## config.mk

```make
export PLATFORM = sky130hd
export DESIGN_NAME = net_meta_slice_array_gen
export DESIGN_NICKNAME = d
export VERILOG_FILES = /design/src/rtl/net_meta_slice_array_gen.sv
export SDC_FILE = /design/constraint.sdc
export NUM_CORES = 2
export LEC_CHECK = 0
export BUFFER_PORTS_ARGS = -buffer_cell sky130_fd_sc_hd__clkbuf_2
export CAP_MARGIN = 20
export CELL_PAD_IN_SITES_DETAIL_PLACEMENT = 0
export CELL_PAD_IN_SITES_GLOBAL_PLACEMENT = 2
export CORE_AREA = 5 5 594 596
export CTS_CLUSTER_DIAMETER = 100
export DETAILED_ROUTE_END_ITERATION = 6
export DIE_AREA = 0 0 599 601
export GPL_TIMING_DRIVEN = 0
export PLACE_DENSITY_LB_ADDON = 0.1
export SLEW_MARGIN = 30
export SYNTH_ARGS = -nofsm -noshare
export SYNTH_HDL_FRONTEND = slang
export SYNTH_SLANG_ARGS = --single-unit
export TNS_END_PERCENT = 20
```

## constraint.sdc

```tcl
create_clock -name aclk -period 2.94 [get_ports aclk]
set_clock_uncertainty 0.2 [all_clocks]
set_input_delay 0.882 -clock aclk [delete_from_list [all_inputs] [get_ports aclk]]
set_output_delay 0.882 -clock aclk [all_outputs]
set_load 0.01 [all_outputs]
```

## src/rtl/net_meta_slice_array_gen.sv

```systemverilog
// net_meta_slice_array_gen
//   Pipelining array for the network-stack control/meta path. Carries N_CH
//   independent valid/ready channels plus one free-running status lane
//   through N_STAGES register stages. Every handshaked stage is a
//   full-throughput skid stage (main + skid register), so data, valid and
//   ready are all registered at every stage boundary.
//
// Ports
//   aclk, aresetn      clock, asynchronous active-low reset
//   s_flush            synchronous flush of all in-flight channel words
//   s_valid/s_ready    per-channel input handshake
//   s_data             channel i at [i*DATA_BITS +: DATA_BITS]
//   m_valid/m_ready    per-channel output handshake
//   m_data             same packing as s_data
//   s_stat/m_stat      status lane, m_stat = s_stat delayed N_STAGES cycles
//   m_occ, m_occ_max   (only with SLICE_OCC_EN) per-channel occupancy and
//                      high-watermark, channel i at [i*OCC_BITS +: OCC_BITS]
//
// Optional feature macro: SLICE_OCC_EN
//
// N_STAGES = 0 degenerates to a wire: flush is ignored and the occupancy
// outputs (if present) are tied to 0.

module net_meta_slice_array_gen #(
    parameter int N_CH      = 4,
    parameter int DATA_BITS = 64,
    parameter int STAT_BITS = 512,
    parameter int N_STAGES  = 2,
    // Occupancy ranges 0..2*N_STAGES; kept at least 1 bit wide for N_STAGES=0.
    localparam int OCC_BITS = (N_STAGES == 0) ? 1 : $clog2(2*N_STAGES+1)
) (
    input  logic                      aclk,
    input  logic                      aresetn,
    input  logic                      s_flush,
    input  logic [N_CH-1:0]           s_valid,
    output logic [N_CH-1:0]           s_ready,
    input  logic [N_CH*DATA_BITS-1:0] s_data,
    output logic [N_CH-1:0]           m_valid,
    input  logic [N_CH-1:0]           m_ready,
    output logic [N_CH*DATA_BITS-1:0] m_data,
    input  logic [STAT_BITS-1:0]      s_stat,
`ifdef SLICE_OCC_EN
    output logic [N_CH*OCC_BITS-1:0]  m_occ,
    output logic [N_CH*OCC_BITS-1:0]  m_occ_max,
`endif
    output logic [STAT_BITS-1:0]      m_stat
);

    generate
        if (N_STAGES == 0) begin : g_pass
            assign m_valid = s_valid;
            assign s_ready = m_ready;
            assign m_data  = s_data;
            assign m_stat  = s_stat;
`ifdef SLICE_OCC_EN
            assign m_occ     = '0;
            assign m_occ_max = '0;
`endif
        end else begin : g_pipe
            for (genvar ch = 0; ch < N_CH; ch++) begin : g_ch
                // v/r/d[k] is the interface into stage k; index N_STAGES is the output.
                logic [N_STAGES:0]                v;
                logic [N_STAGES:0]                r;
                logic [N_STAGES:0][DATA_BITS-1:0] d;

                assign v[0]       = s_valid[ch];
                assign d[0]       = s_data[ch*DATA_BITS +: DATA_BITS];
                assign s_ready[ch] = r[0];
                assign r[N_STAGES] = m_ready[ch];
                assign m_valid[ch] = v[N_STAGES];
                assign m_data[ch*DATA_BITS +: DATA_BITS] = d[N_STAGES];

                for (genvar k = 0; k < N_STAGES; k++) begin : g_st
                    logic                 mv, sv;
                    logic [DATA_BITS-1:0] md, sd;
                    logic                 acc, drn;

                    // Ready depends only on the registered skid flag, so no
                    // combinational ready path spans more than one stage.
                    assign r[k]   = ~sv;
                    assign acc    = v[k] & ~sv;
                    assign drn    = mv & r[k+1];
                    assign v[k+1] = mv;
                    assign d[k+1] = md;

                    always_ff @(posedge aclk or negedge aresetn) begin
                        if (!aresetn) begin
                            mv <= 1'b0;
                            sv <= 1'b0;
                            md <= '0;
                            sd <= '0;
                        end else if (s_flush) begin
                            mv <= 1'b0;
                            sv <= 1'b0;
                        end else if (sv) begin
                            // Full stage: nothing accepted; refill main from skid.
                            if (drn) begin
                                md <= sd;
                                sv <= 1'b0;
                            end
                        end else if (acc) begin
                            if (!mv || drn) begin
                                md <= d[k];
                                mv <= 1'b1;
                            end else begin
                                sd <= d[k];
                                sv <= 1'b1;
                            end
                        end else if (drn) begin
                            mv <= 1'b0;
                        end
                    end
                end

`ifdef SLICE_OCC_EN
                logic [OCC_BITS-1:0] occ_q, occ_max_q, occ_nxt;
                logic                in_hs, out_hs;

                assign in_hs  = v[0] & r[0];
                assign out_hs = v[N_STAGES] & r[N_STAGES];

                always_comb begin
                    occ_nxt = occ_q;
                    if (in_hs && !out_hs)
                        occ_nxt = occ_q + OCC_BITS'(1);
                    else if (out_hs && !in_hs)
                        occ_nxt = occ_q - OCC_BITS'(1);
                end

                // Watermark tracks the next value so it never trails m_occ.
                always_ff @(posedge aclk or negedge aresetn) begin
                    if (!aresetn) begin
                        occ_q     <= '0;
                        occ_max_q <= '0;
                    end else if (s_flush) begin
                        occ_q <= '0;
                    end else begin
                        occ_q <= occ_nxt;
                        if (occ_nxt > occ_max_q)
                            occ_max_q <= occ_nxt;
                    end
                end

                assign m_occ[ch*OCC_BITS +: OCC_BITS]     = occ_q;
                assign m_occ_max[ch*OCC_BITS +: OCC_BITS] = occ_max_q;
`endif
            end

            // Status lane: unconditional shift, untouched by flush.
            logic [N_STAGES-1:0][STAT_BITS-1:0] stat_q;

            always_ff @(posedge aclk or negedge aresetn) begin
                if (!aresetn) begin
                    stat_q <= '0;
                end else begin
                    stat_q[0] <= s_stat;
                    for (int k = 1; k < N_STAGES; k++)
                        stat_q[k] <= stat_q[k-1];
                end
            end

            assign m_stat = stat_q[N_STAGES-1];
        end
    endgenerate

endmodule
```

==> impl_metrics.csv <==
group,metric,value,unit
detailed_routing,route.met3.wl,14400,µm
worst_hold_path,worst_hold_path_type,"input pin to flop",
yosys,synth-seq-cells,2064,
clock_network,cts_tree,"yes",
floorplanning,ioPinCount,1555,
cells_and_area,area_growth,42.3,%
timing,drv_slew,0,
cells_and_area,fin_nets,7804,
cells_and_area,drive_gt1_share,57.4,%
yosys,yosys_warnings,0,
setup_path,r2r_end,"g_pipe.g_ch[3].g_st[1].md[39]",
timing,slew_headroom,36.8,%
timing,max_freq,345,MHz
setup_path,cp_num_buf_inv,4,
power,cellLeakagePower,49.5,nW
placed_design,routabilityCongestion,0.831,
floorplanning,initial_core_util,21.4,%
setup_path,critPathLaunch,"g_pipe.g_ch[1].g_st[0].sv",
placed_design,pre_cts_ws,-1.25,ns
setup_path,cpMostUsedCell,"clkbuf_16",
yosys,syn_inst,4360,
clock_network,path_clk_slew,0.06,ns
placed_design,io_buffers,1554,
floorplanning,core,348000,µm²
detailed_routing,ant_nets,0,
timing,fin_crit_sh,98.5,%
setup_path,r2r_slack,0.09,ns
global_routing,grt_usage,14.0,%
setup_path,required,1.86,ns
detailed_routing,vias,44000,
setup_path,critPathLaunchType,"flop",
setup_path,cp-end-kind,"output pin",
setup_path,rr_worst_depth,5,
setup_path,max_stage_delay,0.44,ns
power,vdd_drop_max,0.437,mV
global_routing,grt_pass1_vias,48400,
detailed_routing,top_layer,"met5",
cells_and_area,instances_no_fill,11900,
global_routing,grt_max_degree,79,
detailed_routing,viasPerCell,3.71,
yosys,syn_area,74500,µm²
timing,rsz0062_at_grt,"true",
detailed_routing,first_iter_violations,1438,
timing,fin_crit,2.89,ns
detailed_routing,wire_per_inst,21.8,µm
clock_network,cts_max_path_buffers,4,
floorplanning,fp.dieW,599,µm
global_routing,grt_pass1_wl,366000,µm
detailed_routing,totalWireLength,258000,µm
detailed_routing,wl_met2,136000,µm
yosys,yosysSeqAreaShare,69.3,%
status,status,"complete, no violations",
yosys,syn-mean-instance-area,17.1,µm²
setup_path,regToRegStartpoint,"g_pipe.g_ch[3].g_st[1].sv",
setup_path,arrival,1.81,ns
power,powerDensity,743,nW/µm²
clock_network,cts.sinks,2064,
setup_path,critPathMaxFanout,10,
setup_path,path_cells,"buf_12 > clkbuf_16 > clkinv_8 > clkbuf_16",
detailed_routing,drt_first_pass_iters,4,
placed_design,dp_hpwl,192000,µm
setup_path,cp_top_family,"buffers and inverters",
clock_network,clockRootBuffer,"clkbuf_16",
floorplanning,die_y,601,µm
global_routing,antenna_found_initial,123,
global_routing,overflow,0,
clock_network,cts_buffers,268,
yosys,syn_nets,5139,
detailed_routing,routedLengthMet1,101000,µm
detailed_routing,drc,0,
timing,timing.hold.ws,0.103,ns
run,cap_viol_max_count,0,
placed_design,post-place-cells,10600,
floorplanning,dieArea,360000,µm²
timing,worst_slew_pin_slew,0.948,ns
setup_path,crit_type,"flop to output pin",
timing,finalHoldViolCount,0,
yosys,yosysUniqueCellTypes,24,
floorplanning,core.rowCount,217,
cells_and_area,layout_commonest_cell,"dfrtp_1",
setup_path,critPathSlowestCell,"dfrtp_2",
clock_network,clock_latency,0.86,ns
timing,setup_viol,0,
clock_network,cts_max_level,5,
cells_and_area,final_cell_mix,"dfrtp_1, clkbuf_2, mux2_2",
setup_path,crit_cells,4,
timing,final.setup.worst_slack,0.0454,ns
setup_path,cp-endpoint,"s_ready[1]",
cells_and_area,fillers,35200,
registers in the layout (all words and copies together), names as in the netlist:
register / cells
g_pipe.g_ch.g_st.sv: 8
g_pipe.g_ch.g_st.sd: 512
g_pipe.g_ch.g_st.mv: 8
m_stat: 512
g_pipe.stat_q: 512
g_pipe.g_ch.g_st.md: 512
power by group:
part           leakage [nW]  internal, mW  switching [mW]
combinational          20.3          6.37            6.23
sequential             25.1          32.5            2.03
clock                  4.13          18.6            13.1
total                  49.5          57.5            21.3
worst register-to-register path, stage by stage, from the launching register on:
cell	delay, ns
dfrtp_1	0.32
buf_2	0.26
clkbuf_1	0.62
clkbuf_1	0.67
mux2_2	0.43
mux2_2	0.26
layout make-up:
class / instances / area (µm²) / area share (%)
Tap cell: 4599 / 5750 / 5.43
Clock inverter: 74 / 791 / 0.746
Clock buffer: 386 / 7610 / 7.18
Timing Repair Buffer: 2398 / 17100 / 16.2
Multi-Input combinational cell: 1605 / 17900 / 16.9
Inverter: 8 / 45.0 / 0.0425
Buffer: 680 / 5070 / 4.78
Antenna cell: 44 / 110 / 0.104
Sequential cell: 2064 / 51700 / 48.7
kinds of logic (layout without fill, tap and decap cells):
logic type | Yosys count | after routing | share of synthesized area [%]
and+or+nand+nor | 33 | 33 | 0.299
AOI/OAI and AO/OA | 36 | 36 | 0.475
muxes | 1536 | 1536 | 23.2
buffers and inverters | 691 | 3546 | 6.69
other | 0 | 44 | 0
DFF | 2064 | 2064 | 69.3
metrics by stage:
step           util [%]  setup TNS, ns  total power [mW]  cell area [µm²]
6_report           30.5              0              78.8           106000
5_1_grt            30.5          -1.45              83.1           106000
4_1_cts            30.4          -3.21              81.1           106000
3_5_place_dp       25.6        -977.89              47.2            89100
3_3_place_gp       25.3              -              46.9            88000
2_1_floorplan         -              0              40.4            74500
cells in the mapped netlist, drive strengths merged:
cell type / instances / area [µm²]
nand2: 11 / 41.3
nor4b: 3 / 26.3
nor3: 3 / 48.8
nor2: 1 / 3.75
buf: 626 / 4740
nand2b: 7 / 43.8
nor2b: 1 / 6.26
inv: 8 / 30.0
nand4: 1 / 6.26
or2: 1 / 6.26
a221oi: 7 / 184
a21oi: 16 / 80.1
nor3b: 4 / 30.0
mux2: 1536 / 17300
dfrtp: 2064 / 51600
a211oi: 5 / 50.1
and4b: 1 / 10.0
o21ai: 8 / 40.0
clkbuf: 57 / 214
worst min path at each step:
stage	startpoint	endpoint	slack (ns)	depth (start not counted)
after global placement	g_pipe.stat_q[246]	m_stat[246]	0.13	0
after detailed placement	g_pipe.stat_q[115]	m_stat[115]	0.13	0
final	s_data[77]	g_pipe.g_ch[1].g_st[0].sd[13]	0.10	2
after global routing	s_data[94]	g_pipe.g_ch[1].g_st[0].sd[30]	0.04	2
after CTS	s_data[94]	g_pipe.g_ch[1].g_st[0].sd[30]	0.0004	2
after floorplan	g_pipe.stat_q[0]	m_stat[0]	0.13	0
repair_timing:
item	in CTS	in global routing
gates cloned	3	4
pin swaps	1	0
setup endpoints to repair	314	185
gates resized for setup	50	7
buffers inserted	10	2
hold buffers	781	0
hold endpoints to repair	906	0
layer usage:
layer | global-route usage (%) | vias to the layer above
li1 | - | 19900
met2 | 25.8 | 1084
met4 | 3.10 | 20
met3 | 3.25 | 448
met1 | 16.5 | 22600
met5 | 0 | -
(Power assumes the default switching activity.)
